**src/rtl/i2s_tx_if.sv**
```systemverilog
// ---------------------------------------------------------------------------
// i2s_tx_if
// Sample stream interface into the I2S transmitter.
//   sample_valid  upstream holds a stereo pair
//   sample_left   left sample, two's complement, DATA_SIZE bits
//   sample_right  right sample, two's complement, DATA_SIZE bits
//   sample_ready  transmitter holding register is empty
// A pair moves when sample_valid && sample_ready at a clk rising edge.
// Modports: master = sample source (FIFO side), slave = transmitter.
// ---------------------------------------------------------------------------
interface i2s_tx_if #(
    parameter int DATA_SIZE = 24
);
    logic                 sample_valid;
    logic [DATA_SIZE-1:0] sample_left;
    logic [DATA_SIZE-1:0] sample_right;
    logic                 sample_ready;

    modport master (
        output sample_valid,
        output sample_left,
        output sample_right,
        input  sample_ready
    );

    modport slave (
        input  sample_valid,
        input  sample_left,
        input  sample_right,
        output sample_ready
    );
endinterface

```
**src/rtl/i2s_tx.sv**
```systemverilog
// ---------------------------------------------------------------------------
// i2s_tx
// I2S master transmitter, Philips framing: two 32-bit slots per frame, MSB
// first, samples left-justified in each slot and zero padded. SCK and WS are
// generated here from the system clock; one stereo pair is taken from a
// one-entry holding register per frame, silence is sent when it is empty.
//
// Ports
//   clk           system clock
//   rst_n         asynchronous active-low reset
//   i_enable      1 = run bit clock and framing, 0 = synchronous idle
//   s_if          sample stream (slave side): valid / left / right / ready
//   o_i2s_clk     bit clock (SCK)
//   o_i2s_ws      word select, 0 = left slot, 1 = right slot
//   o_i2s_sd      serial data
//   o_frame_start 1-clk pulse when a frame loads into the shifter
//   o_underrun    1-clk pulse when a frame loads with the holding reg empty
// ---------------------------------------------------------------------------
module i2s_tx #(
    parameter int CLK_FREQ     = 100_000_000,
    parameter int I2S_CLK_FREQ = 1_500_000,
    parameter int DATA_SIZE    = 24
) (
    input  logic        clk,
    input  logic        rst_n,
    input  logic        i_enable,
    i2s_tx_if.slave     s_if,
    output logic        o_i2s_clk,
    output logic        o_i2s_ws,
    output logic        o_i2s_sd,
    output logic        o_frame_start,
    output logic        o_underrun
);

    localparam int HALF  = CLK_FREQ / (2 * I2S_CLK_FREQ);
    localparam int DIV_W = (HALF > 1) ? $clog2(HALF) : 1;
    localparam logic [DIV_W-1:0] DIV_LAST = DIV_W'(HALF - 1);

    if (HALF < 2) begin : g_half_check
        $error("i2s_tx: CLK_FREQ/(2*I2S_CLK_FREQ) must be at least 2");
    end
    if (DATA_SIZE < 1 || DATA_SIZE > 32) begin : g_size_check
        $error("i2s_tx: DATA_SIZE must be in 1..32");
    end

    logic [DIV_W-1:0] r_div_cnt;
    logic             r_sck;
    logic [5:0]       r_bit_cnt;
    logic             r_ws;
    logic             r_sd;
    logic [63:0]      r_shift;
    logic [63:0]      r_hold;
    logic             r_hold_empty;
    logic             r_frame_start;
    logic             r_underrun;

    logic             w_tick;
    logic             w_fall;
    logic [5:0]       w_bit_next;
    logic             w_load;
    logic             w_accept;
    logic [31:0]      w_slot_l;
    logic [31:0]      w_slot_r;

    // Frame word: bit 63 is the left MSB, so bit_cnt k selects bit 63-k.
    assign w_slot_l   = 32'(s_if.sample_left)  << (32 - DATA_SIZE);
    assign w_slot_r   = 32'(s_if.sample_right) << (32 - DATA_SIZE);

    assign w_tick     = i_enable && (r_div_cnt == DIV_LAST);
    assign w_fall     = w_tick && r_sck;
    assign w_bit_next = r_bit_cnt + 6'd1;
    assign w_load     = w_fall && (w_bit_next == 6'd63);
    assign w_accept   = s_if.sample_valid && r_hold_empty;

    always_ff @(posedge clk or negedge rst_n) begin
        if (!rst_n) begin
            r_div_cnt     <= '0;
            r_sck         <= 1'b0;
            r_bit_cnt     <= 6'd62;
            r_ws          <= 1'b0;
            r_sd          <= 1'b0;
            r_shift       <= '0;
            r_hold_empty  <= 1'b1;
            r_frame_start <= 1'b0;
            r_underrun    <= 1'b0;
        end else begin
            r_frame_start <= 1'b0;
            r_underrun    <= 1'b0;

            if (!i_enable) begin
                // Idle drops the frame in flight; bit_cnt=62 makes the first
                // fall after re-enable a frame load.
                r_div_cnt <= '0;
                r_sck     <= 1'b0;
                r_ws      <= 1'b0;
                r_sd      <= 1'b0;
                r_bit_cnt <= 6'd62;
                r_shift   <= '0;
            end else begin
                if (w_tick) begin
                    r_div_cnt <= '0;
                    r_sck     <= ~r_sck;
                end else begin
                    r_div_cnt <= r_div_cnt + DIV_W'(1);
                end

                if (w_fall) begin
                    r_bit_cnt <= w_bit_next;
                    // Old shifter contents still drive the bit entering 63,
                    // which is the right-slot LSB of the outgoing frame.
                    r_sd      <= r_shift[~w_bit_next];
                    if (w_bit_next == 6'd31) begin
                        r_ws <= 1'b1;
                    end else if (w_bit_next == 6'd63) begin
                        r_ws <= 1'b0;
                    end
                end

                if (w_load) begin
                    r_shift       <= r_hold_empty ? 64'd0 : r_hold;
                    r_frame_start <= 1'b1;
                    r_underrun    <= r_hold_empty;
                end
            end

            // A pair accepted on a load cycle lands after the load: hold
            // ends up full and the pair waits for the next frame.
            if (w_accept) begin
                r_hold_empty <= 1'b0;
            end else if (w_load) begin
                r_hold_empty <= 1'b1;
            end
        end
    end

    // Payload only; validity is tracked by r_hold_empty.
    always_ff @(posedge clk) begin
        if (w_accept) begin
            r_hold <= {w_slot_l, w_slot_r};
        end
    end

    assign s_if.sample_ready = r_hold_empty;
    assign o_i2s_clk         = r_sck;
    assign o_i2s_ws          = r_ws;
    assign o_i2s_sd          = r_sd;
    assign o_frame_start     = r_frame_start;
    assign o_underrun        = r_underrun;

endmodule

```
**src/flat_wrapper.sv**
```systemverilog
// flat-port wrapper written by rule: the top's interface ports become plain ports
module i2s_tx_flat 
#(
    parameter int CLK_FREQ     = 100_000_000,
    parameter int I2S_CLK_FREQ = 1_500_000,
    parameter int DATA_SIZE    = 24
)
  (clk, rst_n, i_enable, o_i2s_clk, o_i2s_ws, o_i2s_sd, o_frame_start, o_underrun, s_if_sample_valid, s_if_sample_left, s_if_sample_right, s_if_sample_ready);
  i2s_tx_if #(.DATA_SIZE(DATA_SIZE)) s_if_i ();
  input  logic clk;
  input  logic rst_n;
  input  logic i_enable;
  output logic o_i2s_clk;
  output logic o_i2s_ws;
  output logic o_i2s_sd;
  output logic o_frame_start;
  output logic o_underrun;
  input wire logic [$bits(s_if_i.sample_valid)-1:0] s_if_sample_valid;
  input wire logic [$bits(s_if_i.sample_left)-1:0] s_if_sample_left;
  input wire logic [$bits(s_if_i.sample_right)-1:0] s_if_sample_right;
  output wire logic [$bits(s_if_i.sample_ready)-1:0] s_if_sample_ready;
  assign s_if_i.sample_valid = s_if_sample_valid;
  assign s_if_i.sample_left = s_if_sample_left;
  assign s_if_i.sample_right = s_if_sample_right;
  assign s_if_sample_ready = s_if_i.sample_ready;
  i2s_tx #(.CLK_FREQ(CLK_FREQ), .I2S_CLK_FREQ(I2S_CLK_FREQ), .DATA_SIZE(DATA_SIZE)) u_core (.clk(clk), .rst_n(rst_n), .i_enable(i_enable), .s_if(s_if_i), .o_i2s_clk(o_i2s_clk), .o_i2s_ws(o_i2s_ws), .o_i2s_sd(o_i2s_sd), .o_frame_start(o_frame_start), .o_underrun(o_underrun));
endmodule
```
**config.mk**
```make
export PLATFORM = sky130hd
export DESIGN_NAME = i2s_tx_flat
export DESIGN_NICKNAME = d
export VERILOG_FILES = /design/src/rtl/i2s_tx_if.sv /design/src/rtl/i2s_tx.sv /design/src/flat_wrapper.sv
export SDC_FILE = /design/constraint.sdc
export NUM_CORES = 1
export LEC_CHECK = 0
export ABC_AREA = 0
export ABC_CLOCK_PERIOD_IN_PS = 4900
export BUFFER_PORTS_ARGS = -buffer_cell sky130_fd_sc_hd__buf_4
export CAP_MARGIN = 25
export CORE_AREA = 2 2 127 129
export DETAILED_ROUTE_END_ITERATION = 8
export DIE_AREA = 0 0 129 131
export GPL_TIMING_DRIVEN = 0
export HOLD_SLACK_MARGIN = 0.03
export PLACE_DENSITY = 0.44
export SLEW_MARGIN = 10
export SYNTH_ARGS = -nofsm -noshare
export SYNTH_HDL_FRONTEND = slang
export SYNTH_SLANG_ARGS = --single-unit
```
**constraint.sdc**
```tcl
create_clock -name clk -period 4.9 [get_ports clk]
set_clock_uncertainty 0.05 [all_clocks]
set_input_delay 0.735 -clock clk [delete_from_list [all_inputs] [get_ports clk]]
set_output_delay 0.735 -clock clk [all_outputs]
set_load 0.005 [all_outputs]
```
==> metrics <==
status=completed; layout cells sized above 1=32.8%; total grt overflow=0; critical path arrival=3.42 ns; Initial Util=29.1%; #FFs+latches synth=114; Max VDD drop=0.249 mV; CTS hold repair buffers=0; RSZ-0062 raised after global routing=false; DP HPWL=6180 um; Finished Layout Cells=600; final worst setup slack=1.71 ns; vias per cell=4.44; Core Region=15600 um^2; part of the cycle the worst path needs=65.1%; critical path type=flop to flop; worst-path fanout max=10; Setup crit start kind=flop; min cycle time layout=3.19 ns; initial antenna violation count=0; Ant. Diodes=0; Setup crit end kind=flop; area delta synth->final=28.4%; Sink Count=114; die width=129 um; Final Max Tran Viols=0; CTS H-tree lvls=4; routability cong.=0.699; Final Setup Violations=0; Post-Syn Area=4540 um^2; mean post-synth cell area=15.4 um^2; Max-Cap Viols=0; largest net degree at the start of global routing=67; synthesized net count=350; post-synth cell types=40; Max Buffers Root-to-Sink=2; Post-Route WL=9240 um; Yosys Warn Count=0; Fillers=1525; Fin. Hold Viols=0; later-pin clock latency in the skew report=0.41 ns; DRT antenna net count=0; die height=131 um; Core Util, Final=37.4%; DP Worst Slack=1.64 ns; Clock Pin Slew Worst Setup and Hold Paths=0.06 ns; Residual DRC=0; vias in the first global route=2850; drt initial violations=140; clock root buffer=clkbuf_16; post-CTS setup buffer count=0; leakage=2.43 nW; nets=427; total die area=16900 um^2; Hold Path Class=primary input to async pin; Fmax=0.313 GHz; Critical Path RT=5.13 ns; TNS Setup=0 ns; placement row count=46; Placed Instances=568; PortBufs=57; register area=3100 um^2; hold slack final=0.397 ns; Syn Inst Count=294; Slew HR=41.5%; total CTS buffers=17; first-pass GRT wire length=15300 um; PD cells=384 nW/um^2; area of the multi-input gates=1300 um^2; Least-Margin Pin Slew=0.877 ns; wire per inst=15.4 um; Total GRT Usage=12.2%; Initial DRT Pass Iterations=4; DR vias=2664; sequential area share after synthesis=68.3%; # IOs=58; CTS tree=built; Resize count post-CTS=0
## area by class of cell
class	count	share of cell area, %
flip-flops and latches	114	53.2
multi-input cells	157	22.3
repair buffers	58	7.68
clock buffers	18	7.53
well taps	216	4.64
clock inverters	14	2.23
plain buffers	19	2.15
inverters	4	0.258
## through the flow
step,cell area [um^2],power [mW]
floorplan,4540,1.03
global placement,5240,1.08
detailed placement,5260,1.08
CTS,5830,2.27
global route,5830,2.32
finish,5830,2.24
## final timing paths
kind,start,endpoint,slack (ns),cells past startpoint
min in group clk,u_core.r_hold[63],u_core.r_shift[63],0.41,1
max,u_core.r_bit_cnt[0],u_core.o_i2s_sd,1.71,10
max reg2reg,u_core.r_bit_cnt[0],u_core.o_i2s_sd,1.71,10
min reg2reg,u_core.r_hold[63],u_core.r_shift[63],0.41,1
min,rst_n,u_core.r_shift[47],0.40,1
max in group asynchronous,rst_n,u_core.r_shift[11],3.84,1
## placed cells by master (no fill, tap or decap), drive strengths merged
cell type,Yosys,final
nand3,9,9
and2,5,5
mux2i,8,8
nor4b,1,1
mux4,8,8
edfxtp,48,48
a31oi,2,2
o221ai,1,1
bufinv,0,1
a211oi,1,1
or3,2,2
xnor2,9,9
buf,13,71
o311ai,1,1
a32oi,1,1
o211ai,1,1
dfrtp,60,60
clkinvlp,0,2
a22o,49,49
nand4,3,3
and3,2,2
clkinv,0,7
nand4b,1,1
nand2,24,24
o22ai,1,1
nor2,8,8
o21ai,2,2
clkbuf,6,24
and3b,2,2
ha,4,4
nor2b,3,3
o32ai,1,1
nor3,2,2
xor2,6,6
dfstp,6,6
inv,4,8
## layer usage
layer  GRT usage [%]  vias to the layer above  routed length, um
met4            5.95                        0                110
li1                -                     1272                  -
met2            17.8                       55               4230
met5               0                        -                  0
met3            4.28                        9                353
met1            16.3                     1328               4540
## worst max-delay path, stage by stage, from the launching register on
cell	delay, ns
dfrtp_1	0.34
buf_2	0.21
buf_2	0.34
inv_1	0.15
ha_1	0.45
clkbuf_1	0.55
mux4_2	0.42
mux2i_1	0.19
o32ai_1	0.11
o221ai_1	0.20
a31oi_1	0.06
## synthesized netlist by cell type (all sizes together)
library cell,number,share of area (%)
dfstp,6,3.5
o22ai,1,0.14
edfxtp,48,32
buf,13,2.2
nor4b,1,0.52
a22o,49,9.4
xnor2,9,1.7
nor2b,3,0.41
dfrtp,60,33
nor3,2,0.33
ha,4,1.1
and2,5,0.69
o211ai,1,0.17
xor2,6,1.3
a211oi,1,0.17
nand3,9,1.4
nand2,24,2.0
o311ai,1,0.19
mux2i,8,1.8
clkbuf,6,0.52
nand4,3,0.41
and3b,2,0.44
and3,2,0.28
a32oi,1,0.19
o21ai,2,0.22
or3,2,0.28
nand4b,1,0.19
o221ai,1,0.19
inv,4,0.33
nor2,8,0.66
a31oi,2,0.28
mux4,8,4.0
o32ai,1,0.19
## state kept, by name (all words and copies together), names as in the netlist
| name | count |
|---|---|
| u_core.o_frame_start | 1 |
| u_core.o_i2s_clk | 1 |
| u_core.o_i2s_ws | 1 |
| u_core.o_i2s_sd | 1 |
| u_core.o_underrun | 1 |
| u_core.r_bit_cnt | 6 |
| u_core.r_shift | 48 |
| u_core.r_hold | 48 |
| u_core.s_if.sample_ready | 1 |
| u_core.r_div_cnt | 6 |
## power breakdown
group,switching [mW],internal [mW]
sequential,0.00226,0.999
combinational,0.0283,0.0309
clock,0.462,0.716
## cells by family after synthesis
family | share of synthesized area (%)
multiplexers | 5.73
AND/OR/NAND/NOR | 7.58
XOR/XNOR | 3.06
AO/OA/AOI/OAI | 11.2
flip-flops | 68.3
adder cells (fa/ha/maj) | 1.10
buffers and inverters | 3.09
Power figures use the tool's default switching activity.
